## src/rtl/produto_escalar_stream.sv

```systemverilog
// -----------------------------------------------------------------------------
// produto_escalar_stream
// Streaming dot-product engine. A run length (1..MAX_LEN), operand signedness
// and an accumulate-onto-previous-result flag are captured together with
// start. The engine then performs one multiply-accumulate per accepted input
// beat and presents the final sum on a valid/ready result handshake.
//
// Ports
//   clk, rst            : clock (rising edge), asynchronous active-high reset
//   start, len          : begin an operation with len element pairs (IDLE only)
//   signed_mode         : 1 = operands are two's complement, 0 = unsigned
//   acc_mode            : 1 = start from the previous result, 0 = start from 0
//   in_valid/in_ready   : input pair handshake, in_a / in_b are the elements
//   out_valid/out_ready : result handshake, result is the dot product
//   busy                : operation in progress (RUN or DONE)
//   len_err             : one-cycle pulse when start is seen with a bad len
// -----------------------------------------------------------------------------
module produto_escalar_stream #(
    parameter  int DATA_W  = 32,
    parameter  int MAX_LEN = 64,
    localparam int LEN_W   = $clog2(MAX_LEN + 1),
    localparam int ACC_W   = 2 * DATA_W + $clog2(MAX_LEN)
) (
    input  logic              clk,
    input  logic              rst,
    input  logic              start,
    input  logic [LEN_W-1:0]  len,
    input  logic              signed_mode,
    input  logic              acc_mode,
    input  logic              in_valid,
    output logic              in_ready,
    input  logic [DATA_W-1:0] in_a,
    input  logic [DATA_W-1:0] in_b,
    output logic              out_valid,
    input  logic              out_ready,
    output logic [ACC_W-1:0]  result,
    output logic              busy,
    output logic              len_err
);

    typedef enum logic [1:0] {
        ST_IDLE = 2'd0,
        ST_RUN  = 2'd1,
        ST_DONE = 2'd2
    } state_t;

    localparam int PROD_W = 2 * DATA_W;

    // Product of two operands, widened to the accumulator width. Operands are
    // extended to PROD_W before multiplying, so keeping only the low PROD_W
    // bits gives the exact two's complement (or unsigned) product; the product
    // is then extended to ACC_W with the same signedness rule.
    function automatic logic [ACC_W-1:0] mac_term(
        input logic [DATA_W-1:0] a,
        input logic [DATA_W-1:0] b,
        input logic              sgn
    );
        logic [PROD_W-1:0] ea;
        logic [PROD_W-1:0] eb;
        logic [PROD_W-1:0] p;
        ea = {{DATA_W{sgn & a[DATA_W-1]}}, a};
        eb = {{DATA_W{sgn & b[DATA_W-1]}}, b};
        p  = ea * eb;
        return {{(ACC_W - PROD_W){sgn & p[PROD_W-1]}}, p};
    endfunction

    state_t             state_q,     state_d;
    logic [ACC_W-1:0]   acc_q,       acc_d;
    logic [LEN_W-1:0]   cnt_q,       cnt_d;
    logic [LEN_W-1:0]   len_q,       len_d;
    logic               sgn_q,       sgn_d;
    logic [ACC_W-1:0]   result_q,    result_d;
    logic               len_err_q,   len_err_d;
    logic               in_ready_q,  in_ready_d;
    logic               out_valid_q, out_valid_d;
    logic               busy_q,      busy_d;

    logic               len_ok_s;
    logic               last_beat_s;
    logic [ACC_W-1:0]   sum_s;

    assign len_ok_s    = (len != {LEN_W{1'b0}}) && (len <= LEN_W'(MAX_LEN));
    assign last_beat_s = (cnt_q == (len_q - {{(LEN_W-1){1'b0}}, 1'b1}));
    assign sum_s       = acc_q + mac_term(in_a, in_b, sgn_q);

    // Next-state, datapath and output decode for the IDLE/RUN/DONE sequencer.
    always_comb begin
        state_d     = state_q;
        acc_d       = acc_q;
        cnt_d       = cnt_q;
        len_d       = len_q;
        sgn_d       = sgn_q;
        result_d    = result_q;
        len_err_d   = 1'b0;

        case (state_q)
            ST_IDLE: begin
                if (start) begin
                    if (len_ok_s) begin
                        len_d   = len;
                        sgn_d   = signed_mode;
                        acc_d   = acc_mode ? result_q : {ACC_W{1'b0}};
                        cnt_d   = {LEN_W{1'b0}};
                        state_d = ST_RUN;
                    end else begin
                        len_err_d = 1'b1;
                    end
                end else begin
                    state_d = ST_IDLE;
                end
            end
            ST_RUN: begin
                if (in_valid && in_ready_q) begin
                    acc_d = sum_s;
                    cnt_d = cnt_q + {{(LEN_W-1){1'b0}}, 1'b1};
                    if (last_beat_s) begin
                        result_d = sum_s;
                        state_d  = ST_DONE;
                    end else begin
                        state_d  = ST_RUN;
                    end
                end else begin
                    state_d = ST_RUN;
                end
            end
            ST_DONE: begin
                if (out_ready) begin
                    state_d = ST_IDLE;
                end else begin
                    state_d = ST_DONE;
                end
            end
            default: begin
                state_d = ST_IDLE;
            end
        endcase

        // Handshake/status outputs are decoded from the next state so that the
        // flops below present them in the same cycle the state is entered.
        in_ready_d  = (state_d == ST_RUN);
        out_valid_d = (state_d == ST_DONE);
        busy_d      = (state_d != ST_IDLE);
    end

    // State, datapath and registered output flops.
    always_ff @(posedge clk or posedge rst) begin
        if (rst) begin
            state_q     <= ST_IDLE;
            acc_q       <= {ACC_W{1'b0}};
            cnt_q       <= {LEN_W{1'b0}};
            len_q       <= {LEN_W{1'b0}};
            sgn_q       <= 1'b0;
            result_q    <= {ACC_W{1'b0}};
            len_err_q   <= 1'b0;
            in_ready_q  <= 1'b0;
            out_valid_q <= 1'b0;
            busy_q      <= 1'b0;
        end else begin
            state_q     <= state_d;
            acc_q       <= acc_d;
            cnt_q       <= cnt_d;
            len_q       <= len_d;
            sgn_q       <= sgn_d;
            result_q    <= result_d;
            len_err_q   <= len_err_d;
            in_ready_q  <= in_ready_d;
            out_valid_q <= out_valid_d;
            busy_q      <= busy_d;
        end
    end

    assign in_ready  = in_ready_q;
    assign out_valid = out_valid_q;
    assign busy      = busy_q;
    assign len_err   = len_err_q;
    assign result    = result_q;

endmodule
```

## config.mk

```make
export PLATFORM = sky130hd
export DESIGN_NAME = produto_escalar_stream
export DESIGN_NICKNAME = d
export VERILOG_FILES = /design/src/rtl/produto_escalar_stream.sv
export SDC_FILE = /design/constraint.sdc
export NUM_CORES = 2
export LEC_CHECK = 0
export CAP_MARGIN = 40
export CELL_PAD_IN_SITES_DETAIL_PLACEMENT = 0
export CELL_PAD_IN_SITES_GLOBAL_PLACEMENT = 2
export CORE_ASPECT_RATIO = 2
export CORE_MARGIN = 3
export CORE_UTILIZATION = 42
export DETAILED_ROUTE_END_ITERATION = 16
export PLACE_DENSITY_LB_ADDON = 0.1
export SKIP_LAST_GASP = 1
export SLEW_MARGIN = 40
export SYNTH_ARGS = -nofsm -noshare
export SYNTH_HDL_FRONTEND = slang
export SYNTH_SLANG_ARGS = --single-unit
export TNS_END_PERCENT = 30
```

## constraint.sdc

```tcl
create_clock -name clk -period 11.73 [get_ports clk]
set_input_delay 2.346 -clock clk [delete_from_list [all_inputs] [get_ports clk]]
set_output_delay 2.346 -clock clk [all_outputs]
set_load 0.01 [all_outputs]
```

After elaboration in Yosys (flattened, before gate mapping)
Index checks and enable logic that the tools add are counted.
Word-level totals
  flip-flop bits (word level): 161
  input port bits: 78
  output and inout port bits: 74
  logic and storage cells: 53
Cells by class
  add/sub/neg operators: 3
  $mul: 1
  $lt $le $gt $ge: 1
  eq/ne operators: 8
  mux-type cells: 18
  bitwise gates (word level): 3
  reductions and logical operators: 9
Operators with widths (number)
  $mux W70: 4
  $pmux W70 S2: 1
  $add A70 B70 Y70: 1
  $mul A33 B33 Y64: 1
  $mux W7: 3
  $pmux W7 S2: 1
  $mux W2: 5
  $add A7 B1 Y7 const B: 1
  $eq A7 B7 Y1: 1
  $le A7 B7 Y1 const B: 1
  $reduce_bool A7 Y1: 1
  $sub A7 B1 Y7 const B: 1
  $ne A2 B2 Y1 const B: 3
  $pmux W2 S3: 1
  $reduce_and A3 Y1: 2
  $eq A2 B1 Y1 const B: 2
  $eq A2 B2 Y1 const B: 2
  $reduce_and A4 Y1: 1
  $reduce_bool A2 Y1: 2
  $and A1 B1 Y1: 3
  $mux W1: 3
  $logic_and A1 B1 Y1: 2
  $logic_not A2 Y1: 1

Depth between registers and ports, before layout
  depth after elaboration: 6
  depth in mapped cells: 46
  mapped depth without buffers: 44

Least setup slack after synthesis
OpenSTA, ideal clock, no wires.
  kind: input to register
  from: in in_a[31]
  to: reg result_q[68] (netlist: result[68])
  setup time: 0.125 ns
  data arrival time: 11.918 ns
  required time: 11.605 ns
  setup slack: -0.312 ns
  stages on the path: 40
  path buffers: 1
  path through: and2_1 > clkbuf_1 > nand2_1 > inv_1 > fa_1 > fa_1 > fa_1 > inv_1 > fa_1 > inv_1 > fa_1 > fa_1 > fa_1 > inv_1 > fa_1 > inv_1 > ha_1 > a21o_1 > [4 not listed] > a21oi_1 > o21a_1 > nor2_1 > o21ai_0 > a21o_1 > a21oi_1 > xnor2_1 > ha_1 > or4_1 > a221oi_1 > o21ai_0 > a211oi_1 > nand2_1 > o21ai_1 > nor2_1 > a32oi_1 > xnor2_1 > mux2_2
Between the ends
  cells in the longest elaborated chain, start to end: 4
RTL lines
  start: declaration: line 32  | input logic [DATA_W-1:0] in_a,
  $and A1 B1 Y1: line 61  | ea = {{DATA_W{sgn & a[DATA_W-1]}}, a};
  $mul A33 B33 Y64 *: line 63  | p = ea * eb;
  $and A1 B1 Y1: line 64  | return {{(ACC_W - PROD_W){sgn & p[PROD_W-1]}}, p};
  $add A70 B70 Y70 *: line 84  | assign sum_s = acc_q + mac_term(in_a, in_b, sgn_q);
  end signal: assignment: line 153  | result_q <= {ACC_W{1'b0}};
  end signal: assignment: line 164  | result_q <= result_d;
  end: declaration: line 72  | logic [ACC_W-1:0] result_q, result_d;
Every way passes the cells marked *; elsewhere a longest branch is shown, timed or not.
A chain may end at the register's enable or synchronous reset.

Final worst setup path
  from: in in_b[2]
  to: reg result_q[69] (netlist: result[69])
Between the ends
  cells in the longest elaborated chain, start to end: 3
RTL lines
  start: declaration: line 33  | input logic [DATA_W-1:0] in_b,
  $mul A33 B33 Y64 *: line 63
  $and A1 B1 Y1: line 64
  $add A70 B70 Y70 *: line 84
Marked as above.

==> metrics.md <==
| Metric | Value |
|---|---|
| Fin. Hold Viols | `0` |
| Hpwl dp | `134000 um` |
| Post-route ant nets | `0` |
| Vias per cell | `5.13` |
| Register area share after synthesis | `8.38%` |
| Worst Path Required | `12.07 ns` |
| R2r endpoint | `result[69]$_DFFE_PP0P_` |
| Crit-path max FO | `6` |
| Clock buffer depth | `2` |
| Top cell by count, worst path | `a21o_1` |
| Die area | `0.119 mm2` |
| Post-Route WL | `169000 um` |
| Min cycle time layout | `11.91 ns` |
| Slew margin rel. | `41.9%` |
| H-Tree Depth | `4` |
| # setup viols final | `8` |
| Hold Buf Count CTS | `0` |
| Worst R2R Setup Slack | `0.74 ns` |
| Async S/R FF share, synth | `100%` |
| Hold slack | `0.498 ns` |
| Top post-synthesis cells by count | `inv_1 (1147), fa_1 (1126), nand2_1 (783)` |
| CORE AREA | `0.113 mm2` |
| Seq cells post-synth | `161` |
| Total Nets Final | `7527` |
| GRT Util Overall | `29.6%` |
| Final Max Tran Viols | `0` |
| Main synth FF type | `dfrtp_1` |
| Startpoint types | `primary input` |
| EDFF count, synth | `0` |
| Global-route wire length before repair | `264000 um` |
| CP max stage cell | `fa_2` |
| Largest area contributor in the netlist | `fa_1` |
| Largest net degree at the start of global routing | `97` |
| Unrepaired setup endpoints after global routing | `true` |
| Final period util | `102%` |
| Num rows | `174` |
| Dpl ws | `-1.78 ns` |
| Final worst clock skew | `0.0162 ns` |
| Clk slew on worst S/H paths | `0.07 ns` |
| Hold Crit Depth | `2` |
| Worst Tran Pin Value | `0.872 ns` |
| Max_cap viols | `0` |
| Dpl cell area | `0.0567 mm2` |
| Clock sink count | `161` |
| YS warnings | `0` |
| Initial DRC Count | `1588` |
| Vias in the first global route | `44400` |
| Proportion of layout cells with a drive suffix above 1 | `23.7%` |
| Routed len/inst | `22.4 um` |
| Worst path max stage delay | `0.62 ns` |
| Worst setup EP type | `register` |
| Status | `complete, but fails checks` |
| Clock latency on the worst-skew pair | `0.46 ns` |
| Crit Reg-Reg Startpoint | `sgn_q$_DFFE_PP0P_` |
| Vias | `38800` |
| Largest cells by area after synthesis | `fa_1 (47%), inv_1 (9.0%), dfrtp_1 (8.4%), ha_1 (7.4%), nand2_1 (6.1%)` |
| Fmax | `83.9 MHz` |
| Post-Layout Cell Count | `7552` |
| Hold path startpoint | `result[6]$_DFFE_PP0P_` |
| Cell count after synthesis | `5218` |
| Starting Density | `42.5%` |
| Total grt overflow | `0` |
| Synth unique cells | `68` |
| Most common cell in the synthesized netlist | `inv_1` |
| Failing checks | `negative setup slack` |
| CTS tree | `yes` |
| Reg2reg path depth | `42` |
| Kind of critical path | `primary input to register` |
| Synthesized area per cell | `9.21 um2` |
| Initial antenna violation count | `7` |
| Critical path arrival | `12.25 ns` |
| Drt drc | `0` |
| Mapped Area | `0.0481 mm2` |
| Final worst setup slack | `-0.183 ns` |
| Min-delay worst type | `register to register` |
| Cells after DPL | `7300` |
| Mapped Nets | `6707` |
| Synth-to-layout area growth | `28.7%` |
| Die height | `484 um` |
| Width of the die | `245 um` |
| Drt pass-1 iters | `6` |
| Hold path endpoint | `acc_q[6]$_DFFE_PP0P_` |
| IO Pins | `152` |
| CTS Buf Count | `17` |
| Root Buffer | `clkbuf_16` |
| Share of the synthesized area in the top cell type | `46.9%` |
| Port bufs | `151` |
| Final Cell Area | `0.0619 mm2` |
| Crit path from | `in_b[2]` |
| Final GP Congestion | `0.892` |
[worst max path at each step]
stage	to	slack, ns
finish	result[69]$_DFFE_PP0P_	-0.18
global route	result[69]$_DFFE_PP0P_	-0.50
CTS	result[69]$_DFFE_PP0P_	-0.19
detailed placement	result[69]$_DFFE_PP0P_	-1.78
global placement	result[69]$_DFFE_PP0P_	-1.85
floorplan	result[69]$_DFFE_PP0P_	-0.01
[area by class of cell]
cell class | count | area (um2)
clock buffers | 17 | 425
clock inverters | 15 | 160
well taps | 1496 | 1870
inverters | 1147 | 4320
diodes | 5 | 12.5
multi-input cells | 3653 | 40300
flip-flops and latches | 161 | 4030
repair buffers | 1058 | 10700
fillers | 10400 | 51100
[logic make-up after synthesis]
logic type | share of synthesized area, %
fa+ha+maj | 54.3
compound gates | 7.10
buf+inv | 11.0
simple gates | 15.1
xor+xnor | 2.75
flops | 8.38
mux | 1.36
[metal layers]
layer,vias up,track usage [%],wire length [um],share of wire (%)
met3,395,2.93,5470,3.2
met2,930,56.9,94300,56
met5,-,0,22,0.013
met1,20200,31.1,58000,34
li1,17300,-,-,-
met4,4,16.6,11500,6.8
[critical path: cells and delay by family]
kind	cells	cell delay, ns
fa+ha+maj	10	4.59
compound gates	16	2.95
buf+inv	10	1.15
simple gates	5	0.71
mux	1	0.26
xor+xnor	2	0.20
[registers in the layout (all words and copies together) (netlist names)]
register	flops
len_err	1
acc_q	70
busy	1
result	70
cnt_q	7
len_q	7
out_valid	1
state_q	2
in_ready	1
sgn_q	1
[cell usage in the layout (no fill, tap or decap), types with 48 or more instances in the layout]
cell	synthesis	routed
a21o_1	70	69
a21oi_1	139	109
and2_1	447	401
buf_12	0	118
buf_4	0	681
buf_6	1	80
clkdlybuf4s50_1	0	87
dfrtp_1	161	161
fa_1	1126	1053
fa_2	0	73
ha_1	285	251
inv_1	1147	1085
inv_2	0	59
mux2_2	58	53
nand2_1	783	758
nor2_1	126	108
o21ai_0	87	67
xnor2_1	100	93
xor2_1	51	48
[through the flow]
step / utilization [%] / TNS [ns]
after floorplan: - / -0.0150
after global placement: 50.2 / -67.71
after detailed placement: 50.2 / -65.68
after CTS: 54.2 / -1.09
after global routing: 54.7 / -11.85
final: 54.8 / -0.808
[timing repair]
action,CTS,global route
pin swaps,313,131
setup endpoints to repair,58,58
gates resized for setup,674,114
setup buffers,168,31
gates cloned,27,0
Power is left out: the tool's default activity adds up to more than one toggle a clock period on the data nets, which glitch-free logic cannot reach.
